--- config.mk ---
export PLATFORM = sky130hd
export DESIGN_NAME = cycle_sequencer
export DESIGN_NICKNAME = d
export VERILOG_FILES = /design/src/rtl/cpu_pkg.sv /design/src/rtl/opcode_decoder.sv /design/src/rtl/cycle_sequencer.sv
export SDC_FILE = /design/constraint.sdc
export NUM_CORES = 1
export LEC_CHECK = 0
export BUFFER_PORTS_ARGS = -buffer_cell sky130_fd_sc_hd__buf_2
export CORE_MARGIN = 2
export CORE_UTILIZATION = 51
export CTS_CLUSTER_DIAMETER = 80
export CTS_CLUSTER_SIZE = 24
export DETAILED_ROUTE_END_ITERATION = 7
export PLACE_DENSITY = 0.8
export SLEW_MARGIN = 10
export SYNTH_ARGS = -nofsm -noshare
export SYNTH_HDL_FRONTEND = slang
export SYNTH_SLANG_ARGS = --single-unit
--- constraint.sdc ---
create_clock -name clk -period 2 [get_ports clk]
set_input_delay 0.2 -clock clk [delete_from_list [all_inputs] [get_ports clk]]
set_output_delay 0.2 -clock clk [all_outputs]
set_load 0.05 [all_outputs]
--- src/rtl/cpu_pkg.sv ---
// Shared definitions for the cycle sequencer: state encoding, opcode map and
// default datapath widths.
package cpu_pkg;

    localparam int PC_W_DEF = 8;
    localparam int OP_W_DEF = 4;

    typedef enum logic [2:0] {
        S_IDLE,
        S_FETCH,
        S_DECODE,
        S_MEM,
        S_EXEC,
        S_HALT
    } state_t;

    localparam logic [3:0] OP_STORE = 4'h0;
    localparam logic [3:0] OP_ADD   = 4'h1;
    localparam logic [3:0] OP_SUB   = 4'h2;
    localparam logic [3:0] OP_MUL   = 4'h3;
    localparam logic [3:0] OP_DIV   = 4'h4;
    localparam logic [3:0] OP_AND   = 4'h5;
    localparam logic [3:0] OP_OR    = 4'h6;
    localparam logic [3:0] OP_NOT   = 4'h7;
    localparam logic [3:0] OP_XOR   = 4'h8;
    localparam logic [3:0] OP_XNOR  = 4'h9;
    localparam logic [3:0] OP_HALT  = 4'hE;
    localparam logic [3:0] OP_JMP   = 4'hF;

endpackage

--- src/rtl/opcode_decoder.sv ---
// Combinational opcode classifier; opcodes matching no class (0xA..0xD) are NOPs.
module opcode_decoder
    import cpu_pkg::*;
#(
    parameter int OP_W = OP_W_DEF
) (
    input  logic [OP_W-1:0] op,
    output logic            is_store,
    output logic            is_alu,
    output logic            is_jmp,
    output logic            is_halt
);

    assign is_store = (op == OP_W'(OP_STORE));
    assign is_alu   = (op >= OP_W'(OP_ADD)) && (op <= OP_W'(OP_XNOR));
    assign is_jmp   = (op == OP_W'(OP_JMP));
    assign is_halt  = (op == OP_W'(OP_HALT));

endmodule

--- src/rtl/cycle_sequencer.sv ---
// Multi-cycle fetch/decode/memory/execute controller for an accumulator CPU.
// All outputs are registered Moore outputs derived from the next state.
module cycle_sequencer
    import cpu_pkg::*;
#(
    parameter int PC_W = PC_W_DEF,
    parameter int OP_W = OP_W_DEF
) (
    input  logic                 clk,
    input  logic                 rst,
    input  logic                 start,
    input  logic [OP_W+PC_W-1:0] instr_in,
    input  logic                 imem_ready,
    input  logic                 dmem_ready,
    output logic                 imem_req,
    output logic [PC_W-1:0]      pc_out,
    output logic                 dmem_read,
    output logic                 dmem_write,
    output logic [PC_W-1:0]      dmem_addr,
    output logic [OP_W-1:0]      alu_op,
    output logic                 ld_ac,
    output logic                 busy,
    output logic                 halted
);

    state_t                 state_reg, state_next;
    logic [PC_W-1:0]        pc_reg, pc_next;
    logic [OP_W+PC_W-1:0]   ir_reg, ir_next;
    logic                   is_store, is_alu, is_jmp, is_halt;

    opcode_decoder #(.OP_W(OP_W)) u_dec (
        .op       (ir_reg[OP_W+PC_W-1:PC_W]),
        .is_store (is_store),
        .is_alu   (is_alu),
        .is_jmp   (is_jmp),
        .is_halt  (is_halt)
    );

    always_comb begin
        state_next = state_reg;
        pc_next    = pc_reg;
        ir_next    = ir_reg;
        case (state_reg)
            S_IDLE: begin
                if (start) state_next = S_FETCH;
            end
            S_FETCH: begin
                if (imem_ready) begin
                    ir_next    = instr_in;
                    state_next = S_DECODE;
                end
            end
            S_DECODE: begin
                if (is_store || is_alu) begin
                    state_next = S_MEM;
                end else if (is_jmp) begin
                    pc_next    = ir_reg[PC_W-1:0];
                    state_next = S_FETCH;
                end else if (is_halt) begin
                    state_next = S_HALT;
                end else begin
                    pc_next    = pc_reg + 1'b1;
                    state_next = S_FETCH;
                end
            end
            S_MEM: begin
                if (dmem_ready) begin
                    if (is_store) begin
                        pc_next    = pc_reg + 1'b1;
                        state_next = S_FETCH;
                    end else begin
                        state_next = S_EXEC;
                    end
                end
            end
            S_EXEC: begin
                pc_next    = pc_reg + 1'b1;
                state_next = S_FETCH;
            end
            S_HALT: state_next = S_HALT;
            default: state_next = S_IDLE;
        endcase
    end

    // IR only changes on entry to DECODE, so the decoder flags already describe
    // the instruction whenever MEM is the next state.
    always_ff @(posedge clk or posedge rst) begin
        if (rst) begin
            state_reg  <= S_IDLE;
            pc_reg     <= '0;
            ir_reg     <= '0;
            imem_req   <= 1'b0;
            dmem_read  <= 1'b0;
            dmem_write <= 1'b0;
            dmem_addr  <= '0;
            alu_op     <= '0;
            ld_ac      <= 1'b0;
            busy       <= 1'b0;
            halted     <= 1'b0;
        end else begin
            state_reg  <= state_next;
            pc_reg     <= pc_next;
            ir_reg     <= ir_next;
            imem_req   <= (state_next == S_FETCH);
            dmem_read  <= (state_next == S_MEM) && is_alu;
            dmem_write <= (state_next == S_MEM) && is_store;
            dmem_addr  <= ir_next[PC_W-1:0];
            alu_op     <= ir_next[OP_W+PC_W-1:PC_W];
            ld_ac      <= (state_next == S_EXEC);
            busy       <= (state_next != S_IDLE) && (state_next != S_HALT);
            halted     <= (state_next == S_HALT);
        end
    end

    assign pc_out = pc_reg;

endmodule

==> results of run 1 <==
==> placed cells by master (no fill, tap or decap), drive strengths merged, types with 3 or more instances in the layout <==
| master | n |
|---|---|
| clkbuf | 7 |
| or2 | 3 |
| o21ai | 9 |
| dfrtp | 29 |
| a2bb2oi | 3 |
| mux2i | 4 |
| mux2 | 12 |
| nand4 | 8 |
| inv | 7 |
| nor2 | 3 |
| nand2 | 7 |
| a211oi | 5 |
| nand3 | 6 |
| buf | 46 |
==> worst max-delay path, cell delays in order (launching register included) <==
cell	delay (ns)
sky130_fd_sc_hd__dfrtp_1	0.55
sky130_fd_sc_hd__and3b_1	0.28
sky130_fd_sc_hd__or3_4	0.49
sky130_fd_sc_hd__a211oi_1	0.30
sky130_fd_sc_hd__a2bb2oi_1	0.18
==> what timing repair did <==
| item | in CTS | in global routing |
|---|---|---|
| buffers inserted | 0 | 0 |
| hold buffers | 1 | 0 |
| endpoints found under the hold margin | 29 | 0 |
==> per-stage QoR <==
| stage | setup WS, ns | std cells |
|---|---|---|
| detailed placement | 0.1353 | 210 |
| finish | 0.1372 | 218 |
| floorplan | 0.08107 | 139 |
| global route | 0.008094 | 218 |
| global placement | 0.2242 | 210 |
| CTS | 0.1445 | 218 |
==> synthesized netlist by cell type (2+ instances only) <==
master	instances
sky130_fd_sc_hd__nor3_1	2
sky130_fd_sc_hd__o21ai_1	2
sky130_fd_sc_hd__mux2_2	12
sky130_fd_sc_hd__nand4_1	7
sky130_fd_sc_hd__nand3_1	6
sky130_fd_sc_hd__nor2_1	2
sky130_fd_sc_hd__o21ai_0	7
sky130_fd_sc_hd__mux2i_1	4
sky130_fd_sc_hd__nor4b_1	2
sky130_fd_sc_hd__a211oi_2	4
sky130_fd_sc_hd__or2_2	2
sky130_fd_sc_hd__o32a_1	2
sky130_fd_sc_hd__nand2_1	7
sky130_fd_sc_hd__buf_6	2
sky130_fd_sc_hd__inv_1	6
sky130_fd_sc_hd__buf_2	6
sky130_fd_sc_hd__a2bb2oi_1	3
sky130_fd_sc_hd__dfrtp_1	29
==> cell type report <==
class | count | area, um^2
Multi-Input combinational cell | 95 | 754.5
Inverter | 7 | 26.28
Tap cell | 33 | 41.29
Fill cell | 251 | 1125
Sequential cell | 29 | 725.7
Clock buffer | 7 | 55.05
Timing Repair Buffer | 47 | 250.2
==> worst paths after layout <==
kind	from	depth (start not counted)	to	slack, ns
worst min register to register	ir_reg[0]	1	ir_reg[0]	0.53
worst max register to register	state_reg[2]	4	pc_out[2]	0.14
worst max-delay path	state_reg[2]	4	pc_out[2]	0.14
max in group asynchronous	rst	4	ir_reg[4]	1.25
worst min-delay path	instr_in[8]	2	ir_reg[8]	0.10
min in group asynchronous	rst	4	pc_out[2]	0.47
==> per-layer routing <==
metal,vias up,share of wire (%),global-route usage (%)
met3,8,5.2,6.550
li1,623,-,-
met1,606,46,30.37
met5,-,0,0
met2,49,47,33.28
met4,0,1.7,8.117
==> kinds of logic after synthesis <==
logic type,Yosys count,synth area share (%)
multiplexers,16,11.24
AO/OA/AOI/OAI,32,16.53
flip-flops,29,46.55
adder cells (fa/ha/maj),1,0.8024
buffers and inverters,15,5.056
AND/OR/NAND/NOR,46,19.83
==> flow_metrics.tcl, run 1 <==
set metrics [dict create \
    final_cell_area_um2 1853 \
    setup_viol 0 \
    report.final.slew_viol_count 0 \
    critPathArrivalTime_ns 2.13 \
    yosysSeqAreaShare_pct 46.55 \
    cp_data_required_time_ns 2.26 \
    ctsLongestPathBuffers 2 \
    async_reset_ff_share_pct 100.0 \
    synth_top_cells_by_area "sky130_fd_sc_hd__dfrtp_1 47%, sky130_fd_sc_hd__mux2_2 8.7%, sky130_fd_sc_hd__a211oi_2 3.2%, sky130_fd_sc_hd__nand4_1 2.8%, sky130_fd_sc_hd__mux2i_1 2.6%" \
    yosys.area.top_type_share_pct 46.55 \
    fin_tns_setup_ns 0 \
    worst_setup_path_type "reg2reg" \
    grt_use_total_pct 22.17 \
    dp_hpwl_mm 2.422 \
    die_h_um 59.29 \
    dieWidth_um 59.29 \
    detail_route.vias_per_cell 5.899 \
    timing.final.crit_period_ns 1.863 \
    coreArea_um2 2978 \
    syn_area_um2 1559 \
    post_drt_wl_per_cell_um 15.07 \
    number_of_i_o_port_buffers 42 \
    tightest_slew_ns 0.3658 \
    clock_tree_from_tritoncts "done" \
    mean_area_per_synthesized_cell_um2 11.22 \
    cts_buffer_count 5 \
    floorplan.initialDensity_pct 52.35 \
    grt_first_pass_wirelength_mm 5.768 \
    drt_first_iter_violations 57 \
    route.antenna.remaining_nets 0 \
    hold_violations 0 \
    max_freq_mhz 536.8 \
    rsz0062_at_grt "false" \
    number_of_enable_type_register_cells_in_the_synthesized_netlist 0 \
    final_layout_size_suffix_gt1_share_pct 43.24 \
    root_buffer "sky130_fd_sc_hd__clkbuf_4" \
    final_min_period_over_clock_period_pct 93.14 \
    yosysUniqueCellTypes 52 \
    worst_slew_margin_rel_pct 75.41 \
    run_status "finished clean" \
    worst_setup_path_end_kind "register" \
    final_core_utilization_pct 62.23 \
    firstDrtPassIters 4 \
    synthFlopType "sky130_fd_sc_hd__dfrtp_1" \
    first_global_vias 1210 \
    gpl.final_weighted_congestion 0.8605 \
    rows 20 \
    grt_antenna_before_repair 0 \
    worst-path-max-fanout 13 \
    largest_net_degree_at_the_start_of_global_routing 30 \
    cts_htree_levels 2 \
    clock_pin_slew_reported_for_the_worst_setup_and_hold_paths_after_clock_tree_synthesis_ns 0.09 \
    flip_flop_count_of_the_largest_register_after_layout 11 \
    ys_ff_latch 29 \
    antenna_cells 0 \
    drcViolationCount 0 \
    clk_latency_ns 0.33 \
    finalHoldWorstSlack_ns 0.1027 \
    synth.largest_area_cell "sky130_fd_sc_hd__dfrtp_1" \
    top_level_ports 43 \
    cap_violations 0 \
    clock_sinks 29 \
    globalRouteOverflowTotal 0 \
    route.vias.total 1286 \
    final_layout_net_count 203 \
    post_cts_resized 0 \
    timing.hold.worst.class "in2reg" \
    ys.warnings.count 0 \
    post_dp_cell_area_um2 1788 \
    synthesis.instances 139 \
    syn_nets 157 \
    area_growth_pct 18.86 \
    timing.critical_path.from_type "register" \
    finalClockSkew_ns 0.01162 \
    fp.dieArea_um2 3515 \
    wl_mm 3.286 \
]
Power of run 1 is left out: the tool's default activity adds up to more than one toggle a clock period on the data nets, which glitch-free logic cannot reach.
==> run 2: changes to the inputs <==
REMOVE_ABC_BUFFERS = 1   (was default)
TNS_END_PERCENT = 1   (was default)
==> run 2 against run 1 <==
Count of clock-buffer cells in the layout unchanged. Sequential share of layout area shrank 0.31 points. Wire length increased by 0.73%. Die area unchanged.
==> flow_metrics.tcl, run 2 (synthesis results as in run 1) <==
set metrics [dict create \
    dieWidth_um 59.29 \
    most_used_cells_in_the_layout_excluding_fill_and_tap_cells "42 x sky130_fd_sc_hd__buf_2, 29 x sky130_fd_sc_hd__dfrtp_1, 12 x sky130_fd_sc_hd__mux2_2" \
    timing.hold.worst.class "in2reg" \
    cts_buffer_count 5 \
    worst_slew_margin_rel_pct 70.60 \
    run_status "finished clean" \
    globalRouteOverflowTotal 0 \
    final.fill_count 237 \
    setup_viol 0 \
    route.vias.total 1273 \
    first_global_vias 1218 \
    grt_first_pass_wirelength_mm 5.264 \
    tightest_slew_ns 0.4374 \
    final_core_utilization_pct 62.73 \
    max_stage_delay_ns 0.48 \
    design_power_total_mw 3.548 \
    clock_sinks 29 \
    r2r_end "pc_out[4]" \
    hold_violations 0 \
    finalHoldWorstSlack_ns 0.09961 \
    gpl.final_weighted_congestion 0.8577 \
    reported_leakage_power_nw 0.8858 \
    rsz0062_at_grt "false" \
    max_freq_mhz 552.0 \
    finalClockSkew_ns 0.002039 \
    power.share.switching_pct 53.59 \
    antenna_cells 0 \
    grt_antenna_before_repair 0 \
    drcViolationCount 0 \
    top_level_ports 43 \
    worst_setup_path_end_kind "register" \
    floorplan.initialDensity_pct 52.35 \
    post_dp_cell_area_um2 1803 \
    critPathArrivalTime_ns 2.03 \
    report.final.slew_viol_count 0 \
    ctsLongestPathBuffers 2 \
    coreArea_um2 2978 \
    cp_data_required_time_ns 2.22 \
    final_layout_size_suffix_gt1_share_pct 43.85 \
    clk_latency_ns 0.33 \
    final-instance-count-excl-fill 220 \
    grt_use_total_pct 20.70 \
    number_of_i_o_port_buffers 42 \
    post_drt_wl_per_cell_um 15.05 \
    crit_buf_inv 0 \
    route.antenna.remaining_nets 0 \
    largest_net_degree_at_the_start_of_global_routing 30 \
    clock_pin_slew_reported_for_the_worst_setup_and_hold_paths_after_clock_tree_synthesis_ns 0.08 \
    cap_violations 0 \
    cellInternalPower_mw 1.647 \
    timing.final.crit_period_ns 1.812 \
    area_growth_pct 19.82 \
    drt_first_iter_violations 27 \
    die_h_um 59.29 \
    share_clk_of_total_power_pct 10.1 \
    post-place-cells 212 \
    worst_ir_drop_vdd_mv 1.167 \
    worstPathCellList "nor4_2 -> a221oi_2 -> or2_4 -> o32a_1" \
    layout_commonest_cell "sky130_fd_sc_hd__buf_2" \
    worst-path-max-fanout 7 \
    final_cell_area_um2 1868 \
    power_frac_seq_pct 32.9 \
    cpMaxStageDelayCell "sky130_fd_sc_hd__nor4_2" \
    firstDrtPassIters 4 \
    worst_r2r_startpoint "ir_reg[8]" \
    wl_mm 3.310 \
    cp.depth 4 \
    crit_start "ir_reg[8]" \
    rows 20 \
    multi_input_area_um2 754.5 \
    critPathTopFamily "simple AND/OR/NAND/NOR gates" \
    seqCellArea_um2 725.7 \
    worst_r2r_path_depth 4 \
    power_density_nw_per_um2 1900 \
    flip_flop_count_of_the_largest_register_after_layout 11 \
    root_buffer "sky130_fd_sc_hd__clkbuf_4" \
    dp_hpwl_mm 2.485 \
    post_cts_resized 0 \
    clock_tree_from_tritoncts "done" \
    final_layout_net_count 205 \
    fp.dieArea_um2 3515 \
    cts_htree_levels 2 \
    worst_setup_path_type "reg2reg" \
    power.combinational.fraction_pct 57.0 \
    regToRegSetupSlack_ns 0.19 \
    timing.critical_path.from_type "register" \
    critical_path.endpoint "pc_out[4]" \
    switching_power_mw 1.902 \
    detail_route.vias_per_cell 5.786 \
    final_min_period_over_clock_period_pct 90.59 \
]
## run 2: worst min path at each step
| stage | start | end | slack (ns) | cells after the start |
|---|---|---|---|---|
| 6_report | instr_in[5] | ir_reg[5] | 0.1 | 2 |
| 5_1_grt | instr_in[5] | ir_reg[5] | 0.09 | 2 |
| 4_1_cts | instr_in[6] | ir_reg[6] | 0.09 | 2 |
| 3_5_place_dp | rst | ir_reg[1] | 0.29 | 3 |
| 3_3_place_gp | rst | ir_reg[1] | 0.28 | 3 |
| 2_1_floorplan | rst | alu_op[3] | 0.28 | 1 |
## run 2: repair_timing
action                                 4_1_cts  5_1_grt
endpoints found under the hold margin       29        0
setup buffers                                0        0
hold buffers                                 1        0
## run 2: cell type report
type                            count  share of cell area, %
Inverter                            7                  1.407
Clock buffer                        7                  2.947
Timing Repair Buffer               49                  14.20
Multi-Input combinational cell     95                  40.39
Sequential cell                    29                  38.85
Tap cell                           33                  2.210
## run 2: worst reg2reg max path, stage by stage, from the launching register on
cell and delay (ns):
sky130_fd_sc_hd__dfrtp_1 0.46, sky130_fd_sc_hd__nor4_2 0.48, sky130_fd_sc_hd__a221oi_2 0.14, sky130_fd_sc_hd__or2_4 0.28, sky130_fd_sc_hd__o32a_1 0.35
## run 2: per-stage QoR
stage | TNS [ns] | worst slack (ns)
3_5_place_dp | 0 | 0.1875
6_report | 0 | 0.1883
5_1_grt | 0 | 0.1033
3_3_place_gp | 0 | 0.2488
4_1_cts | 0 | 0.1685
2_1_floorplan | -0.2975 | -0.09084
## run 2: power by group through the flow
stage                     Clock [mW]  Sequential [mW]  Combinational, mW
after global placement             0             1.15               1.99
after detailed placement           0             1.18               2.03
after floorplan                    0             1.94              0.726
final                          0.358             1.17               2.02
after global routing           0.400             1.22               2.15
after CTS                      0.368             1.16               2.03
## run 2: layer usage
metal  track usage, %  wire length (um)
met5                0                 0
met4            11.36                33
met3            5.240               155
met2            32.50              1644
met1            25.99              1476
Power figures use the tool's default switching activity.
==> run 3: changes to the inputs <==
RECOVER_POWER = 100   (was default)
==> run 3 against run 2 <==
Clock skew rose by 0.00074 ns. First-iteration DRC count fell by 22%. Design area fell by 2.7%. Via count rose by 1.7%. Worst setup slack got worse by 0.016 ns. Critical path type unchanged.
==> flow_metrics.tcl, run 3 (synthesis results as in run 1) <==
set metrics [dict create \
    grt_use_total_pct 20.70 \
    timing.hold.worst.class "in2reg" \
    dp_hpwl_mm 2.485 \
    final_cell_area_um2 1818 \
    drt_first_iter_violations 21 \
    detail_route.vias_per_cell 5.886 \
    clk_latency_ns 0.33 \
    worst_setup_path_end_kind "register" \
    post-place-ws_ns 0.1875 \
    floorplan.initialDensity_pct 52.35 \
    number_of_i_o_port_buffers 42 \
    worst_setup_path_type "reg2reg" \
    top_level_ports 43 \
    cap_violations 0 \
    wl_mm 3.296 \
    rows 20 \
    first_global_vias 1218 \
    post_cts_resized 0 \
    timing.critical_path.from_type "register" \
    critPathArrivalTime_ns 2.04 \
    gr-usage-met2_pct 32.50 \
    area_growth_pct 16.61 \
    timing.final.crit_period_ns 1.828 \
    run_status "finished clean" \
    hold_violations 0 \
    max_freq_mhz 547.2 \
    post_dp_cell_area_um2 1803 \
    firstDrtPassIters 4 \
    final_min_period_over_clock_period_pct 91.38 \
    clock_tree_from_tritoncts "done" \
    coreArea_um2 2978 \
    post_drt_wl_per_cell_um 14.98 \
    final.setup.worst_slack_ns 0.1723 \
    setup_viol 0 \
    fp.dieArea_um2 3515 \
    report.final.slew_viol_count 0 \
    busiest_layer "met2" \
    finalHoldWorstSlack_ns 0.09730 \
    post-place-cells 212 \
    final-instance-count-excl-fill 220 \
    largest_net_degree_at_the_start_of_global_routing 30 \
    worst_slew_margin_rel_pct 53.48 \
    gpl.final_weighted_congestion 0.8577 \
    route.antenna.remaining_nets 0 \
    grt_first_pass_wirelength_mm 5.264 \
    cts_buffer_count 5 \
    antenna_cells 0 \
    clock_pin_slew_reported_for_the_worst_setup_and_hold_paths_after_clock_tree_synthesis_ns 0.09 \
    final_layout_size_suffix_gt1_share_pct 26.74 \
    finalClockSkew_ns 0.002781 \
    die_h_um 59.29 \
    tightest_slew_ns 0.6978 \
    flip_flop_count_of_the_largest_register_after_layout 11 \
    most_used_cells_in_the_layout_excluding_fill_and_tap_cells "29 x sky130_fd_sc_hd__dfrtp_1, 29 x sky130_fd_sc_hd__clkbuf_1, 16 x sky130_fd_sc_hd__buf_2, 12 x sky130_fd_sc_hd__mux2_2, 8 x sky130_fd_sc_hd__o21ai_0" \
    drcViolationCount 0 \
    root_buffer "sky130_fd_sc_hd__clkbuf_4" \
    clock_sinks 29 \
    globalRouteOverflowTotal 0 \
    ctsLongestPathBuffers 2 \
    cp_data_required_time_ns 2.22 \
    dieWidth_um 59.29 \
    cts_htree_levels 2 \
    final_layout_net_count 205 \
    groute.layer.met1.usage_pct 25.99 \
    worst-path-max-fanout 13 \
    groute.layer.met3.usage_pct 5.240 \
    route.vias.total 1295 \
    rsz0062_at_grt "false" \
    grt_antenna_before_repair 0 \
]
## run 3: changes by cell type in the layout (fill, tap and decap cells not counted), sizes merged
cell    change
buf        -29
inv         -1
clkinv      +1
clkbuf     +29
## run 3: timing repair
item,in CTS,in global routing
setup buffers,0,0
hold buffers,1,0
setup endpoints to repair,0,0
endpoints found under the hold margin,29,0
## run 3: stage by stage
| stage | util [%] | setup TNS, ns |
|---|---|---|
| after detailed placement | 60.55 | 0 |
| after CTS | 62.73 | 0 |
| after global routing | 61.05 | 0 |
| after floorplan | - | -0.2975 |
| final | 61.05 | 0 |
| after global placement | 60.55 | 0 |
## run 3: per-layer routing
| metal | wire length, um | up-vias |
|---|---|---|
| met1 | 1434 | 622 |
| met2 | 1647 | 44 |
| li1 | - | 622 |
| met3 | 156 | 7 |
| met4 | 57 | 0 |
| met5 | 0 | - |
## run 3: worst max-delay path, stage by stage, from the launching register on
cell	delay, ns
sky130_fd_sc_hd__dfrtp_1	0.45
sky130_fd_sc_hd__clkbuf_1	0.19
sky130_fd_sc_hd__and4bb_1	0.66
sky130_fd_sc_hd__mux2_2	0.41
## run 3: layout make-up
type | instances | area (um^2)
fill | 262 | 1160
multi-input combinational | 95 | 747.0
sequential | 29 | 725.7
timing repair buffer | 49 | 222.7
clock buffer | 7 | 55.05
tap | 33 | 41.29
inverter | 7 | 26.28
## run 3: path summary, 6_finish.rpt
check	start	end	slack (ns)	depth (start not counted)
worst max-delay path	state_reg[2]	ir_reg[10]	0.17	3
worst min-delay path	instr_in[5]	ir_reg[5]	0.1	2
worst max register to register	state_reg[2]	ir_reg[10]	0.17	3
worst min register to register	ir_reg[0]	ir_reg[0]	0.54	1
max in group asynchronous	rst	pc_out[5]	0.95	4
min in group asynchronous	rst	ir_reg[0]	0.60	4
Power of run 3 is left out for the same reason.
